### src/rtl/pipe_adder_pkg.sv
// Shared operation encodings and helpers for the pipelined adder.
package pipe_adder_pkg;

  typedef enum logic [1:0] {
    OP_ADDU = 2'b00,
    OP_ADD  = 2'b01,
    OP_SUBU = 2'b10,
    OP_SUB  = 2'b11
  } addOp_e;

  function automatic logic isSub(addOp_e o);
    return (o == OP_SUBU) || (o == OP_SUB);
  endfunction

  function automatic logic isSigned(addOp_e o);
    return (o == OP_ADD) || (o == OP_SUB);
  endfunction

endpackage

### src/rtl/pipe_adder_stage.sv
// One chunk of the pipelined adder: CW-bit add with registered sum and carries.
module pipe_adder_stage #(
  parameter int CW = 16
) (
  input  logic          clk,
  input  logic          rst_n,
  input  logic          en,
  input  logic [CW-1:0] a,
  input  logic [CW-1:0] b,
  input  logic          cin,
  output logic [CW-1:0] sum,
  output logic          cout,
  output logic          ovfRaw
);

  logic [CW:0] full;
  logic        cMsb;

  always_comb begin
    full = {1'b0, a} + {1'b0, b} + (CW + 1)'(cin);
    // Carry into the top bit recovered from the sum bit and its operands.
    cMsb = a[CW-1] ^ b[CW-1] ^ full[CW-1];
  end

  always_ff @(posedge clk or negedge rst_n) begin
    if (!rst_n) begin
      sum    <= '0;
      cout   <= 1'b0;
      ovfRaw <= 1'b0;
    end else if (en) begin
      sum    <= full[CW-1:0];
      cout   <= full[CW];
      ovfRaw <= cMsb ^ full[CW];
    end
  end

endmodule

### src/rtl/pipe_adder.sv
// Pipelined add/subtract with valid/ready handshake, flush and signed overflow.
module pipe_adder
  import pipe_adder_pkg::*;
#(
  parameter int WIDTH  = 32,
  parameter int STAGES = 2
) (
  input  logic             clk,
  input  logic             rst_n,
  input  logic             in_valid,
  output logic             in_ready,
  input  logic [WIDTH-1:0] inA,
  input  logic [WIDTH-1:0] inB,
  input  logic [1:0]       op,
  input  logic             flush,
  output logic             out_valid,
  input  logic             out_ready,
  output logic [WIDTH-1:0] out,
  output logic             carry,
  output logic             ovf
);

  localparam int CW = WIDTH / STAGES;
  localparam int unsigned NST = STAGES;

  if (WIDTH < 8 || WIDTH > 64 || STAGES < 1 || STAGES > 4 || (WIDTH % STAGES) != 0) begin : gBadParams
    $error("pipe_adder: illegal WIDTH/STAGES combination");
  end

  logic             en;
  addOp_e           opIn;
  logic             subIn;
  logic [WIDTH-1:0] bInv;

  // Per-stage state: valid, op, remaining operand chunks (shifted down so the
  // next chunk sits at the bottom) and completed low result chunks.
  logic             vldQ   [STAGES];
  addOp_e           opQ    [STAGES];
  logic [WIDTH-1:0] aQ     [STAGES];
  logic [WIDTH-1:0] bQ     [STAGES];
  logic [WIDTH-1:0] doneQ  [STAGES];
  logic [CW-1:0]    chunkQ [STAGES];
  logic             coutQ  [STAGES];
  logic             ovfQ   [STAGES];
  logic [WIDTH-1:0] view   [STAGES];

  always_comb begin
    en       = !vldQ[STAGES-1] || out_ready;
    in_ready = en;
    opIn     = addOp_e'(op);
    subIn    = isSub(opIn);
    bInv     = subIn ? ~inB : inB;
  end

  for (genvar k = 0; k < STAGES; k++) begin : gStage
    logic [CW-1:0] aIn;
    logic [CW-1:0] bIn;
    logic          cIn;

    if (k == 0) begin : gFirst
      assign aIn = inA[CW-1:0];
      assign bIn = bInv[CW-1:0];
      assign cIn = subIn;
    end else begin : gNext
      assign aIn = aQ[k-1][CW-1:0];
      assign bIn = bQ[k-1][CW-1:0];
      assign cIn = coutQ[k-1];
    end

    pipe_adder_stage #(.CW(CW)) uStage (
      .clk    (clk),
      .rst_n  (rst_n),
      .en     (en),
      .a      (aIn),
      .b      (bIn),
      .cin    (cIn),
      .sum    (chunkQ[k]),
      .cout   (coutQ[k]),
      .ovfRaw (ovfQ[k])
    );

    assign view[k] = doneQ[k] | (WIDTH'(chunkQ[k]) << (k * CW));
  end

  always_ff @(posedge clk or negedge rst_n) begin
    if (!rst_n) begin
      for (int unsigned k = 0; k < NST; k++) begin
        vldQ[k]  <= 1'b0;
        opQ[k]   <= OP_ADDU;
        aQ[k]    <= '0;
        bQ[k]    <= '0;
        doneQ[k] <= '0;
      end
    end else begin
      // Flush wins over the handshake and clears valids even while stalled.
      if (flush) begin
        for (int unsigned k = 0; k < NST; k++) vldQ[k] <= 1'b0;
      end else if (en) begin
        vldQ[0] <= in_valid;
        for (int unsigned k = 1; k < NST; k++) vldQ[k] <= vldQ[k-1];
      end
      if (en) begin
        opQ[0]   <= opIn;
        aQ[0]    <= inA >> CW;
        bQ[0]    <= bInv >> CW;
        doneQ[0] <= '0;
        for (int unsigned k = 1; k < NST; k++) begin
          opQ[k]   <= opQ[k-1];
          aQ[k]    <= aQ[k-1] >> CW;
          bQ[k]    <= bQ[k-1] >> CW;
          doneQ[k] <= view[k-1];
        end
      end
    end
  end

  always_comb begin
    out_valid = vldQ[STAGES-1];
    out       = view[STAGES-1];
    carry     = coutQ[STAGES-1];
    ovf       = isSigned(opQ[STAGES-1]) && ovfQ[STAGES-1];
  end

endmodule

### config.mk
export PLATFORM = sky130hd
export DESIGN_NAME = pipe_adder
export DESIGN_NICKNAME = d
export VERILOG_FILES = /design/src/rtl/pipe_adder_pkg.sv /design/src/rtl/pipe_adder_stage.sv /design/src/rtl/pipe_adder.sv
export SDC_FILE = /design/constraint.sdc
export NUM_CORES = 1
export LEC_CHECK = 0
export ABC_AREA = 0
export CAP_MARGIN = 5
export CORE_MARGIN = 2
export CORE_UTILIZATION = 45
export DETAILED_ROUTE_END_ITERATION = 7
export HOLD_SLACK_MARGIN = 0.03
export PLACE_DENSITY = 0.71
export SLEW_MARGIN = 10
export SYNTH_ARGS = -nofsm -noshare
export SYNTH_HDL_FRONTEND = slang
export SYNTH_HIERARCHICAL = 1
export SYNTH_SLANG_ARGS = --single-unit
### constraint.sdc
create_clock -name clk -period 2.87 [get_ports clk]
set_input_delay 0.574 -clock clk [delete_from_list [all_inputs] [get_ports clk]]
set_output_delay 0.574 -clock clk [all_outputs]
set_load 0.1 [all_outputs]
* Word level (Yosys, flattened, before mapping)
Index checks and enable logic that the tools add are counted. W data, S select, Z words.
Storage, ports and cells: flip-flop bits (word level) 89, output and inout port bits 36, word-level logic and storage cells 34
Cells by class: equal/unequal tests 4, add/sub/neg operators 4, muxes and demuxes 3, reduce and logical (&&, ||, !) cells 6, bitwise operators 5
Operators by type and width (count):
- $add A16 B16 Y17 | 2
- $add A17 B1 Y17 | 2
- $mux W32 | 1
- $not A32 Y32 | 1
- $or A16 B32 Y32 | 1
- $eq A2 B2 Y1 const B | 3
- $mux W2 | 2
- $logic_or A1 B1 Y1 | 3
- $xor A1 B1 Y1 | 3
- $eq A2 B1 Y1 const B | 1
- $reduce_bool A2 Y1 | 1
- $logic_and A1 B1 Y1 | 1
- $logic_not A1 Y1 | 1

* Logic depth before layout (Yosys ltp)
depth in word-level cells 5, depth in mapped cells 11

* By module
The synthesis kept the hierarchy.
Modules (own cells, without submodules):
- pipe_adder | cells each 169, area an instance 2382.3 sq um, seq. area each 1301.2 sq um, instances 1
- pipe_adder_stage (gStage[1].uStage) | cells each 151, area an instance 1501.4 sq um, seq. area each 450.4 sq um, instances 1
- pipe_adder_stage (gStage[0].uStage) | cells each 151, area an instance 1427.6 sq um, seq. area each 450.4 sq um, instances 1

* Worst setup path after synthesis
Ideal clock, no wire load.
path type input-to-reg, from input port op[1], to register gStage[0].uStage.sum[14], slack -0.373 ns, required time 2.775 ns, cell stages on the path 11, arrival 3.147 ns, buffers on the path 2, cells stage by stage buf_4 buf_4 xor2_1 fa_1 fa_1 a211oi_1 nor4b_1 o31ai_1 a211oi_1 o21a_1 o31ai_1
On the way: word-level cells in the longest chain between the ends 5, elaborated cells on any way between the ends 6
RTL lines:
- from (decl) | RTL line pipe_adder.sv:14 | input logic [1:0] op,
- $eq A2 B2 Y1 | RTL line pipe_adder_pkg.sv:12 | return (o == OP_SUBU) || (o == OP_SUB);
- $logic_or A1 B1 Y1 * | RTL line pipe_adder_pkg.sv:12
- $mux W32 * | RTL line pipe_adder.sv:52 | bInv = subIn ? ~inB : inB;
- net bInv[0] | RTL line pipe_adder.sv:33 | logic [WIDTH-1:0] bInv;
- $add A16 B16 Y17 * | RTL line pipe_adder_stage.sv:20 | full = {1'b0, a} + {1'b0, b} + (CW + 1)'(cin);
- $add A17 B1 Y17 * | RTL line pipe_adder_stage.sv:20
- to (signal assigned) | RTL line pipe_adder_stage.sv:31 | sum <= full[CW-1:0];
- to (decl) | RTL line pipe_adder_stage.sv:11 | output logic [CW-1:0] sum,
Mark *: on every way through the listed nets, which the timed path passes. The rest lies on a longest branch. A chain may end at the register's enable or synchronous reset.

* Final worst setup path
from register aQ[32] in the netlist's numbering, to register gStage[1].uStage.ovfRaw
On the way: word-level cells in the longest chain between the ends 4
RTL lines:
- from (decl) | RTL line pipe_adder.sv:39 | logic [WIDTH-1:0] aQ [STAGES];
- from (signal, indexed assignment) | RTL line pipe_adder.sv:109 | aQ[k] <= aQ[k-1] >> CW;
- $add A16 B16 Y17 * | RTL line pipe_adder_stage.sv:20
- $add A17 B1 Y17 * | RTL line pipe_adder_stage.sv:20
- $xor A1 B1 Y1 | RTL line pipe_adder_stage.sv:22 | cMsb = a[CW-1] ^ b[CW-1] ^ full[CW-1];
- $xor A1 B1 Y1 * | RTL line pipe_adder_stage.sv:33 | ovfRaw <= cMsb ^ full[CW];
- to (signal assigned) | RTL line pipe_adder_stage.sv:33
- to (decl) | RTL line pipe_adder_stage.sv:13 | output logic ovfRaw
Every way passes the cells marked *; elsewhere a longest branch is shown, timed or not.

==> impl_metrics.py <==
metrics = {
    "status": {
        "status": "completed",
    },
    "critical_path": {
        "path_depth": 8,
        "path_class": "flop to flop",
        "cp_data_arrival_time_ns": 2.91,
        "worstPathRequired_ns": 3.09,
        "worstPathCellList": "fa_1, fa_1, a211o_1, nand3_2, o211ai_4, a221oi_2, xor2_1, a21oi_1",
        "crit_slowest_cell": "fa_1",
        "reg2reg_to": "gStage[1].uStage/ovfRaw",
        "crit_fanout": 5,
        "critPathCaptureType": "flop",
        "cp-start-kind": "flop",
        "worstReg2RegStart": "aQ[32]",
        "critPathTopFamily": "adder cells",
        "crit_buf_inv": 0,
        "worstSetupStartpoint": "aQ[32]",
        "r2r_slack_ns": 0.18,
        "crit_top_cell": "fa_1",
        "worst_r2r_path_depth": 8,
        "slowest_delay_ns": 0.50,
    },
    "clock_tree": {
        "clkSinkCount": 87,
        "clockBufferDepth": 2,
        "clock_latency_ns": 0.34,
        "numCtsBuffers": 9,
        "clkTransAtPathRegs_ns": 0.06,
        "cts_htree_levels": 3,
        "cts_tree": "yes",
        "clockRootBuffer": "clkbuf_16",
    },
    "floorplanning": {
        "core_region_area_mm2": 0.0114,
        "die-area_mm2": 0.0126,
        "die_y_um": 112,
        "ios": 107,
        "die_w_um": 112,
        "initial_core_util_pct": 46.1,
        "rows": 39,
    },
    "timing": {
        "tightest_slew_ns": 0.644,
        "slew_headroom_pct": 57.1,
        "grt_setup_unrepaired": "no",
        "skew_ns": 0.00774,
        "fin_crit_sh_pct": 93.8,
        "drv_slew": 0,
        "fmax_mhz": 371,
        "finalSetupViolCount": 0,
        "min_period_ns": 2.69,
        "hold_viol": 0,
    },
    "grt": {
        "track_usage_pct": 17.6,
        "first_global_vias": 3801,
        "grt_max_degree": 50,
        "grt_pass1_wl_um": 18000,
        "grt_overflow_total": 0,
        "grt_antenna_before_repair": 0,
    },
    "synthesis": {
        "avgSynthCellArea_um2": 11.3,
        "syn_nets": 571,
        "syn_inst": 466,
        "synth_warnings": 6,
        "syn-cell-area_mm2": 0.00526,
    },
    "route": {
        "via_count": 3832,
        "drtIter0Drc": 173,
        "ant_nets": 0,
        "wirelength_um": 10900,
        "first_pass_iters": 4,
        "wl_per_cell_um": 14.9,
        "vias_per_cell": 5.21,
        "drcViolationCount": 0,
    },
    "layout": {
        "antenna_cells": 0,
        "nFillCells": 960,
        "multi_input_area_mm2": 0.00293,
        "drive_above_1_share_pct": 26.9,
        "areaGrowthSynthToFinish_pct": 30.7,
        "nNetsFinal": 692,
        "fin_util_pct": 60.2,
        "stdcell_area_mm2": 0.00688,
        "regArea_mm2": 0.00218,
    },
    "flow_run": {
        "cap_violations": 0,
    },
    "power_and_ir_drop": {
        "p_leak_nw": 3.16,
        "vdd_drop_max_v": 0.000700,
        "design_power_total_w": 0.00588,
        "p_per_area_mw_per_mm2": 854,
    },
    "placement": {
        "placed_area_mm2": 0.00652,
        "dp_hpwl_um": 8220,
        "port_buffers": 106,
        "place_congestion": 0.855,
    },
    "hold_path": {
        "hp-class": "input pin to asynchronous set/reset pin",
    },
}
==> flip-flops by register name, summed over array words and instances (netlist names) <==
name and count:
opQ 2, bQ 16, gStage.uStage/sum 32, aQ 16, gStage.uStage/ovfRaw 1, gStage.uStage/cout 2
out_valid 1, doneQ 16, vldQ 1
==> through the flow <==
stage / instances / TNS [ns] / hold slack, ns / worst slack (ns)
2_1_floorplan: 466 / -0.511 / 0.278 / -0.177
4_1_cts: 735 / 0 / 0.274 / 0.109
3_3_place_gp: 718 / -3.32 / 0.463 / -0.539
5_1_grt: 735 / 0 / 0.293 / 0.0408
6_report: 735 / 0 / 0.253 / 0.177
3_5_place_dp: 718 / -3.74 / 0.476 / -0.554
==> cell usage in the layout (no fill, tap or decap), drive strengths merged, types with 3 or more instances in the layout <==
master         instances
fa                     4
mux2i                  3
clkbuf                13
nand2b                 3
o211ai                 5
o21bai                 6
nor2                  34
and3                   5
a31o                   4
clkdlybuf4s50         66
buf                   64
o21a                   4
nor3                   5
o21ai                 14
a21o                  13
xnor2                 27
o31ai                  4
nand3                  7
inv                   12
mux2                  56
ha                    30
a21oi                 43
a211oi                10
and2                   3
dfrtp                 87
nand2                 18
xor2                  24
==> metal layers <==
layer | part of all wire (%) | global-route usage (%) | wire length [µm]
met5 | 0 | 0 | 0
met4 | 1.9 | 7.72 | 204
met3 | 5.2 | 3.62 | 569
met2 | 48 | 28.7 | 5210
met1 | 45 | 22.7 | 4960
==> worst register-to-register path: stages (launching register included) <==
cell	delay, ns
dfrtp_1	0.40
fa_1	0.50
fa_1	0.46
a211o_1	0.36
nand3_2	0.10
o211ai_4	0.12
a221oi_2	0.37
xor2_1	0.19
a21oi_1	0.08
==> layout make-up <==
class / count / area share (%)
clock buffer: 12 / 3.87
clock inverter: 4 / 1.11
inverter: 12 / 0.655
multi-input combinational: 345 / 42.6
sequential: 87 / 31.6
tap: 143 / 2.60
timing repair buffer: 132 / 17.5
==> worst max path at each step <==
stage                               endpoint
global placement    gStage[0].uStage/sum[12]
detailed placement  gStage[0].uStage/sum[12]
finish               gStage[1].uStage/ovfRaw
CTS                 gStage[0].uStage/sum[12]
floorplan           gStage[0].uStage/sum[12]
global route         gStage[1].uStage/ovfRaw
==> where the power goes <==
part	total (W)	internal [W]	switching, W
combinational	0.00285	0.000909	0.00194
sequential	0.00171	0.00153	0.000186
clock	0.00132	0.000835	0.000480
total	0.00588	0.00327	0.00261
==> what timing repair did <==
item	CTS	global route
pin swaps	4	5
gates resized for setup	2	4
hold buffers	0	0
endpoints found under the setup margin	5	2
setup buffers	1	0
(Power assumes the default switching activity.)
